**src/rtl/pipe_hazard_ctrl.sv**
```systemverilog
// Hazard sequencer for the five-stage pipe: load-use stalls, branch flush, mult/div freeze, halt.
// RUN responses are same-cycle (Mealy); MD_BUSY and HALT are decoded from registered state.
module pipe_hazard_ctrl #(
  parameter int unsigned MD_LAT = 4
) (
  input  logic        Clk,
  input  logic        Rst_n,
  input  logic [4:0]  Rs_ID,
  input  logic [4:0]  Rt_ID,
  input  logic        MemRead_EX,
  input  logic [4:0]  Rt_EX,
  input  logic        Branch_Taken_ID,
  input  logic        MulDiv_ID,
  input  logic        Halt_ID,
  output logic        PCWrite,
  output logic        IF_ID_Write,
  output logic        IF_ID_Flush,
  output logic        ID_EX_Bubble,
  output logic        ID_EX_Hold,
  output logic [1:0]  State,
  output logic [15:0] StallCount
);

  typedef enum logic [1:0] {
    ST_RUN     = 2'd0,
    ST_MD_BUSY = 2'd1,
    ST_HALT    = 2'd2,
    ST_UNUSED  = 2'd3
  } state_t;

  localparam logic [7:0] MD_LOAD = 8'(MD_LAT - 1);

  state_t      r_state;
  state_t      w_next_state;
  logic [7:0]  r_md_cnt;
  logic [7:0]  w_md_cnt_next;
  logic [15:0] r_stall_cnt;

  logic w_lu;
  logic w_pc_wr;
  logic w_ifid_wr;
  logic w_flush;
  logic w_bubble;
  logic w_hold;

  // Register 0 is hardwired, so a load into it never creates a dependency.
  always_comb begin
    w_lu = MemRead_EX && (Rt_EX != 5'd0) &&
           ((Rt_EX == Rs_ID) || (Rt_EX == Rt_ID));
  end

  always_comb begin
    w_next_state  = r_state;
    w_md_cnt_next = r_md_cnt;
    w_pc_wr       = 1'b0;
    w_ifid_wr     = 1'b0;
    w_flush       = 1'b0;
    w_bubble      = 1'b0;
    w_hold        = 1'b0;

    case (r_state)
      ST_MD_BUSY: begin
        w_hold = 1'b1;
        if (r_md_cnt == 8'd0) begin
          w_next_state = ST_RUN;
        end else begin
          w_md_cnt_next = r_md_cnt - 8'd1;
        end
      end

      ST_HALT: begin
        w_bubble = 1'b1;
      end

      default: begin
        // The unused encoding behaves as RUN and settles into RUN.
        w_next_state = ST_RUN;
        if (w_lu) begin
          w_bubble = 1'b1;
        end else if (Halt_ID) begin
          w_bubble     = 1'b1;
          w_next_state = ST_HALT;
        end else if (Branch_Taken_ID) begin
          w_pc_wr   = 1'b1;
          w_ifid_wr = 1'b1;
          w_flush   = 1'b1;
        end else if (MulDiv_ID) begin
          w_pc_wr       = 1'b1;
          w_ifid_wr     = 1'b1;
          w_next_state  = ST_MD_BUSY;
          w_md_cnt_next = MD_LOAD;
        end else begin
          w_pc_wr   = 1'b1;
          w_ifid_wr = 1'b1;
        end
      end
    endcase
  end

  // Reset forces every enable low immediately, independent of the clock.
  assign PCWrite      = Rst_n & w_pc_wr;
  assign IF_ID_Write  = Rst_n & w_ifid_wr;
  assign IF_ID_Flush  = Rst_n & w_flush;
  assign ID_EX_Bubble = Rst_n & w_bubble;
  assign ID_EX_Hold   = Rst_n & w_hold;
  assign State        = r_state;
  assign StallCount   = r_stall_cnt;

  always_ff @(posedge Clk or negedge Rst_n) begin
    if (!Rst_n) begin
      r_state     <= ST_RUN;
      r_md_cnt    <= 8'd0;
      r_stall_cnt <= 16'd0;
    end else begin
      r_state  <= w_next_state;
      r_md_cnt <= w_md_cnt_next;
      if (!w_pc_wr && (r_stall_cnt != 16'hFFFF)) begin
        r_stall_cnt <= r_stall_cnt + 16'd1;
      end
    end
  end

endmodule
```
**config.mk**
```make
export PLATFORM = sky130hd
export DESIGN_NAME = pipe_hazard_ctrl
export DESIGN_NICKNAME = d
export VERILOG_FILES = /design/src/rtl/pipe_hazard_ctrl.sv
export SDC_FILE = /design/constraint.sdc
export NUM_CORES = 1
export LEC_CHECK = 0
export CAP_MARGIN = 40
export CORE_AREA = 2 2 62 64
export DETAILED_ROUTE_END_ITERATION = 10
export DIE_AREA = 0 0 64 66
export HOLD_SLACK_MARGIN = 0.05
export PLACE_DENSITY = 0.78
export SETUP_SLACK_MARGIN = 0.2
export SLEW_MARGIN = 20
export SYNTH_ARGS = -nofsm -noshare
export SYNTH_HDL_FRONTEND = slang
export SYNTH_SLANG_ARGS = --single-unit
```
**constraint.sdc**
```tcl
create_clock -name Clk -period 2.3 [get_ports Clk]
set_clock_uncertainty 0.05 [all_clocks]
set_input_delay 0.23 -clock Clk [delete_from_list [all_inputs] [get_ports Clk]]
set_output_delay 0.23 -clock Clk [all_outputs]
set_load 0.01 [all_outputs]
```
Word level (Yosys, flattened, before mapping)
Index checks and enable logic that the tools add are counted.

Eq/ne operators: 10. Bitwise operators: 5. $add $sub $neg: 2. Reductions and logical operators: 11. Mux-type cells: 23.

Operator list (count): $mux W8 (5); $add A16 B1 Y16 const B (1); $ne A16 B16 Y1 const B (1); $pmux W8 S2 (1); $mux W1 (12); $eq A5 B5 Y1 (2); $logic_not A8 Y1 (1); $sub A8 B1 Y8 const B (1); $mux W2 (3); $ne A2 B1 Y1 const B (3); $reduce_and A6 Y1 (1); $reduce_bool A5 Y1 (1); $and A1 B1 Y1 (4); $ne A2 B2 Y1 const B (2); $pmux W2 S2 (1); $logic_and A1 B1 Y1 (3); $eq A2 B1 Y1 const B (1); $eq A2 B2 Y1 const B (1); $pmux W1 S2 (1); $reduce_and A2 Y1 (1); $reduce_bool A2 Y1 (1); $reduce_or A2 Y1 (1); $logic_not A1 Y1 (1); $logic_or A1 B1 Y1 (1); $not A1 Y1 (1).

Register bits: 26. Output and inout bits: 23. Word-level logic and storage cells: 54.

Depth between registers and ports, before layout
Depth in word-level cells: 7. Gate-level depth with buffers: 9.

Worst setup path after synthesis
OpenSTA, ideal clock, no wires.

Path kind: register to register. Start point: reg r_state[1] (netlist: State[1]). End point: reg r_md_cnt[6]. Data arrival time: 1.616 ns. Cell stages (with the launch flop): 10. Path buffers: 1. Required time: 2.117 ns. Slack: 0.501 ns. Setup time: 0.133 ns. Cells stage by stage: dfrtp_1 inv_1 ha_1 nor2_1 nand3_1 nand2b_1 o221ai_2 buf_6 mux2i_1 nand2_1.

Word-level cells in the longest chain between the ends: 3. Elaborated cells between the ends (all ways): 10. Those cells by class: eq/ne (6); mux (1); bitwise (1); reduce/logical (2).

RTL lines: start: declaration (RTL line 33) `state_t r_state;`; start signal: assignment (RTL line 115) `r_state <= w_next_state;`; $eq A2 B1 Y1 or $eq A2 B2 Y1 (tied branches) (RTL line 61) `case (r_state)`; $ne A2 B2 Y1 (no source line), or another cell as far along; $reduce_and A6 Y1 (no source line); end signal: assignment (RTL line 116) `r_md_cnt <= w_md_cnt_next;`; end: declaration (RTL line 35) `logic [7:0] r_md_cnt;`.

Several ways; a longest one is shown, not always the timed one. A chain may end at the register's enable or synchronous reset.

Worst setup path in the final report
Start point: in Rt_EX[1]. End point: out ID_EX_Bubble.

Word-level cells in the longest chain between the ends: 6. Elaborated cells between the ends (all ways): 9. Those cells by class: eq/ne (2); mux (2); bitwise (1); reduce/logical (4).

RTL lines: start: declaration (RTL line 11) `input logic [4:0] Rt_EX,`; $eq A5 B5 Y1 or $reduce_bool A5 Y1 (tied branches) (RTL line 49, 48); $logic_or A1 B1 Y1 or $logic_and A1 B1 Y1 (tied branches) (RTL line 49, 48); $logic_and A1 B1 Y1 (*) (RTL line 48) `w_lu = MemRead_EX && (Rt_EX != 5'd0) &&`; $mux W1 (*) (RTL line 78) `if (w_lu) begin`; $pmux W1 S2 (*) (RTL line 61); $and A1 B1 Y1 (*) (RTL line 104) `assign ID_EX_Bubble = Rst_n & w_bubble;`; end: declaration (RTL line 18) `output logic ID_EX_Bubble,`.

Every way passes the cells marked *; elsewhere a longest branch is shown, timed or not.

==> flow_summary.json <==
{
  "final_hold_viol_count": 0,
  "n_antenna_cell": 0,
  "cts.reportedPaths.clkPinSlew_ps": 140,
  "maxCapViolCount": 0,
  "tightestPinTransition_ps": 318,
  "min_period_over_period_pct": 88.7,
  "sequential_share_of_power_pct": 35.7,
  "cts.path.max_buffers": 2,
  "distinct_cell_type_count_of_the_synthesized_netlist": 43,
  "grt_pass1_wl_microns": 6510,
  "die_y_microns": 66,
  "postSynthRegisterBits": 26,
  "grt.overflow.total": 0,
  "number_of_enable_type_register_cells_in_the_synthesized_netlist": 0,
  "dp_hpwl_microns": 2830,
  "initialDrtViolationCount": 47,
  "tritoncts_num_sinks": 26,
  "synthTopCellsByCount": "26 x sky130_fd_sc_hd__dfrtp_1, 16 x sky130_fd_sc_hd__nand2_1, 14 x sky130_fd_sc_hd__nand3_1, 14 x sky130_fd_sc_hd__nor2_1, 13 x sky130_fd_sc_hd__xnor2_1",
  "fin_tns_setup_ps": 0,
  "maximum_fanout_along_the_worst_path": 4,
  "wl_per_cell_microns": 12.7,
  "die_area_sq_um": 4220,
  "area_growth_syn_to_layout_pct": 46.9,
  "drc": 0,
  "yosysMostFrequentCell": "sky130_fd_sc_hd__dfrtp_1",
  "grt_max_degree": 16,
  "numPortBuffers": 43,
  "power_switching_share_pct": 38.1,
  "irDropWorstVdd_v": 0.000496,
  "drive_gt1_share_pct": 20.7,
  "setup.worst_path.end_class": "output pin",
  "netlist_instances": 168,
  "synth.yosys.warnings": 0,
  "drtAntennaViolNets": 0,
  "slew_headroom_pct": 78.5,
  "power.clock.fraction_pct": 13.6,
  "floorplan.die.width_microns": 64,
  "initial_antenna_violation_count": 0,
  "synthArstFlopShare_pct": 100,
  "clk_root_buffer_cell": "sky130_fd_sc_hd__clkbuf_4",
  "route.vias.total": 1465,
  "power.combinational.fraction_pct": 50.6,
  "cp_data_required_time_ps": 2020,
  "grt_setup_unrepaired": "yes",
  "r2r_start": "State[0]",
  "clock_insertion_delay_at_the_later_pin_of_the_skew_report_ps": 330,
  "finalMaxSlewViolations": 0,
  "totalWireLength_microns": 3630,
  "io-pin-count": 44,
  "cts_inserted_buffers": 3,
  "max_freq_mhz": 490,
  "grt_util_all_layers_pct": 19.4,
  "critPathKind": "primary input to output pin",
  "vias_in_the_first_global_route": 1491,
  "start_util_pct": 45.2,
  "cts-hold-fix-buffers": 0,
  "fp.coreArea_sq_um": 3550,
  "p_sw_mw": 0.886,
  "seq_area_frac_synth_pct": 40.6,
  "placement_rows": 22,
  "cts_tree": "built",
  "instances_no_fill": 285,
  "synth.top_cells.by_area": "sky130_fd_sc_hd__dfrtp_1 41%, sky130_fd_sc_hd__xnor2_1 7.1%, sky130_fd_sc_hd__xor2_1 5.5%, sky130_fd_sc_hd__nand3_1 4.4%, sky130_fd_sc_hd__ha_1 3.9%",
  "mappedNetlistNets": 194,
  "synth_largest_area_cell": "sky130_fd_sc_hd__dfrtp_1",
  "p_int_mw": 1.44,
  "hold_class": "primary input to async pin",
  "htree_num_levels": 1,
  "place_congestion": 0.777,
  "avgSynthCellArea_sq_um": 9.55,
  "p_per_area_nw_per_um2": 986,
  "synth-main-ff-cell": "sky130_fd_sc_hd__dfrtp_1",
  "power.leakage_nw": 1.00,
  "finalWorstPathRequiredPeriod_ps": 2040,
  "drtPass1Iterations": 4,
  "setup-violations-final": 0,
  "placed_cells": 275,
  "routed_via_density": 5.14,
  "final_net_count": 264,
  "synthDominantCellAreaShare_pct": 40.6,
  "category_of_the_worst_setup_path_launch_point": "primary input",
  "total_power_mw": 2.32,
  "worstPathArrival_ps": 1760,
  "worst_setup_path_startpoint": "Rt_EX[1]",
  "run_status": "completed",
  "synth.cell_area_sq_um": 1600
}
placed cells by master (no fill, tap or decap), types with 2 or more instances in the layout:
cell type / count
sky130_fd_sc_hd__dfrtp_1: 26
sky130_fd_sc_hd__o311ai_0: 3
sky130_fd_sc_hd__nor3b_1: 2
sky130_fd_sc_hd__and3_1: 2
sky130_fd_sc_hd__nand4_1: 4
sky130_fd_sc_hd__nand2b_1: 2
sky130_fd_sc_hd__xnor2_1: 13
sky130_fd_sc_hd__ha_1: 5
sky130_fd_sc_hd__mux2i_1: 4
sky130_fd_sc_hd__nand3_1: 14
sky130_fd_sc_hd__xor2_1: 10
sky130_fd_sc_hd__nor2_1: 14
sky130_fd_sc_hd__inv_1: 12
sky130_fd_sc_hd__clkdlybuf4s50_1: 34
sky130_fd_sc_hd__nor3_1: 7
sky130_fd_sc_hd__dlygate4sd2_1: 4
sky130_fd_sc_hd__nand2_1: 16
sky130_fd_sc_hd__buf_4: 24
sky130_fd_sc_hd__buf_6: 3
sky130_fd_sc_hd__o21ai_0: 2
sky130_fd_sc_hd__nor4_2: 2
sky130_fd_sc_hd__clkbuf_4: 3
final cells by class:
cell class	count	area, sq um
Inverter	13	48.8
Sequential cell	26	651
Clock buffer	3	22.5
Tap cell	48	60.1
Multi-Input combinational cell	125	906
Clock inverter	1	30.0
Fill cell	280	1190
Timing Repair Buffer	69	638
routing by layer:
metal	track usage (%)	part of all wire (%)
met1	24.9	44
met5	0	0
met4	7.61	1.7
met2	33.5	51
met3	2.04	3.4
final timing paths:
check,end,cells past startpoint,slack [ps]
worst max-delay path,ID_EX_Bubble,7,260
worst min-delay path,r_md_cnt[3],2,370
worst max register to register,r_md_cnt[7],9,340
worst min register to register,StallCount[4],1,460
max in group asynchronous,StallCount[6],2,1650
min in group Clk,StallCount[4],1,460
registers in the layout, indices dropped and copies added, names as in the netlist:
name        cells
r_md_cnt        8
StallCount     16
State           2
cells by family (layout without fill, tap and decap cells):
logic type | count (synthesis) | after routing | share of synthesized area (%)
AND/OR/NAND/NOR | 72 | 72 | 22.6
adder cells (fa/ha/maj) | 5 | 5 | 3.90
AO/OA/AOI/OAI | 19 | 19 | 11.1
XOR/XNOR | 23 | 23 | 12.6
buffers and inverters | 17 | 86 | 5.15
multiplexers | 6 | 6 | 4.13
flip-flops | 26 | 26 | 40.6
critical path, stage by stage:
cell and delay (ps):
sky130_fd_sc_hd__dlygate4sd2_1 260, sky130_fd_sc_hd__or4_4 550, sky130_fd_sc_hd__o21ai_4 150, sky130_fd_sc_hd__inv_2 70, sky130_fd_sc_hd__a21oi_4 200, sky130_fd_sc_hd__nor2_1 80, sky130_fd_sc_hd__clkdlybuf4s15_2 220
through the flow:
step	util (%)	area [sq um]	hold WS, ps	worst slack, ps
2_1_floorplan	-	1600	-116	501
3_3_place_gp	62.6	2220	427	-281
3_5_place_dp	62.6	2220	436	-311
4_1_cts	64.5	2290	369	213
5_1_grt	66.3	2360	373	123
6_report	66.3	2360	365	259
power groups by stage:
stage | Sequential (mW) | Clock, mW | Combinational [mW]
floorplan | 0.858 | 0 | 0.570
global placement | 0.832 | 0 | 1.08
detailed placement | 0.838 | 0 | 1.11
CTS | 0.829 | 0.322 | 1.13
global route | 0.867 | 0.344 | 1.30
finish | 0.831 | 0.316 | 1.18
what timing repair did:
item                       4_1_cts  5_1_grt
pin swaps                        3        1
buffers inserted                 2        4
setup endpoints to repair        5        8
resized for setup               24        6
Note: power is estimated with default switching activity, not from simulation.
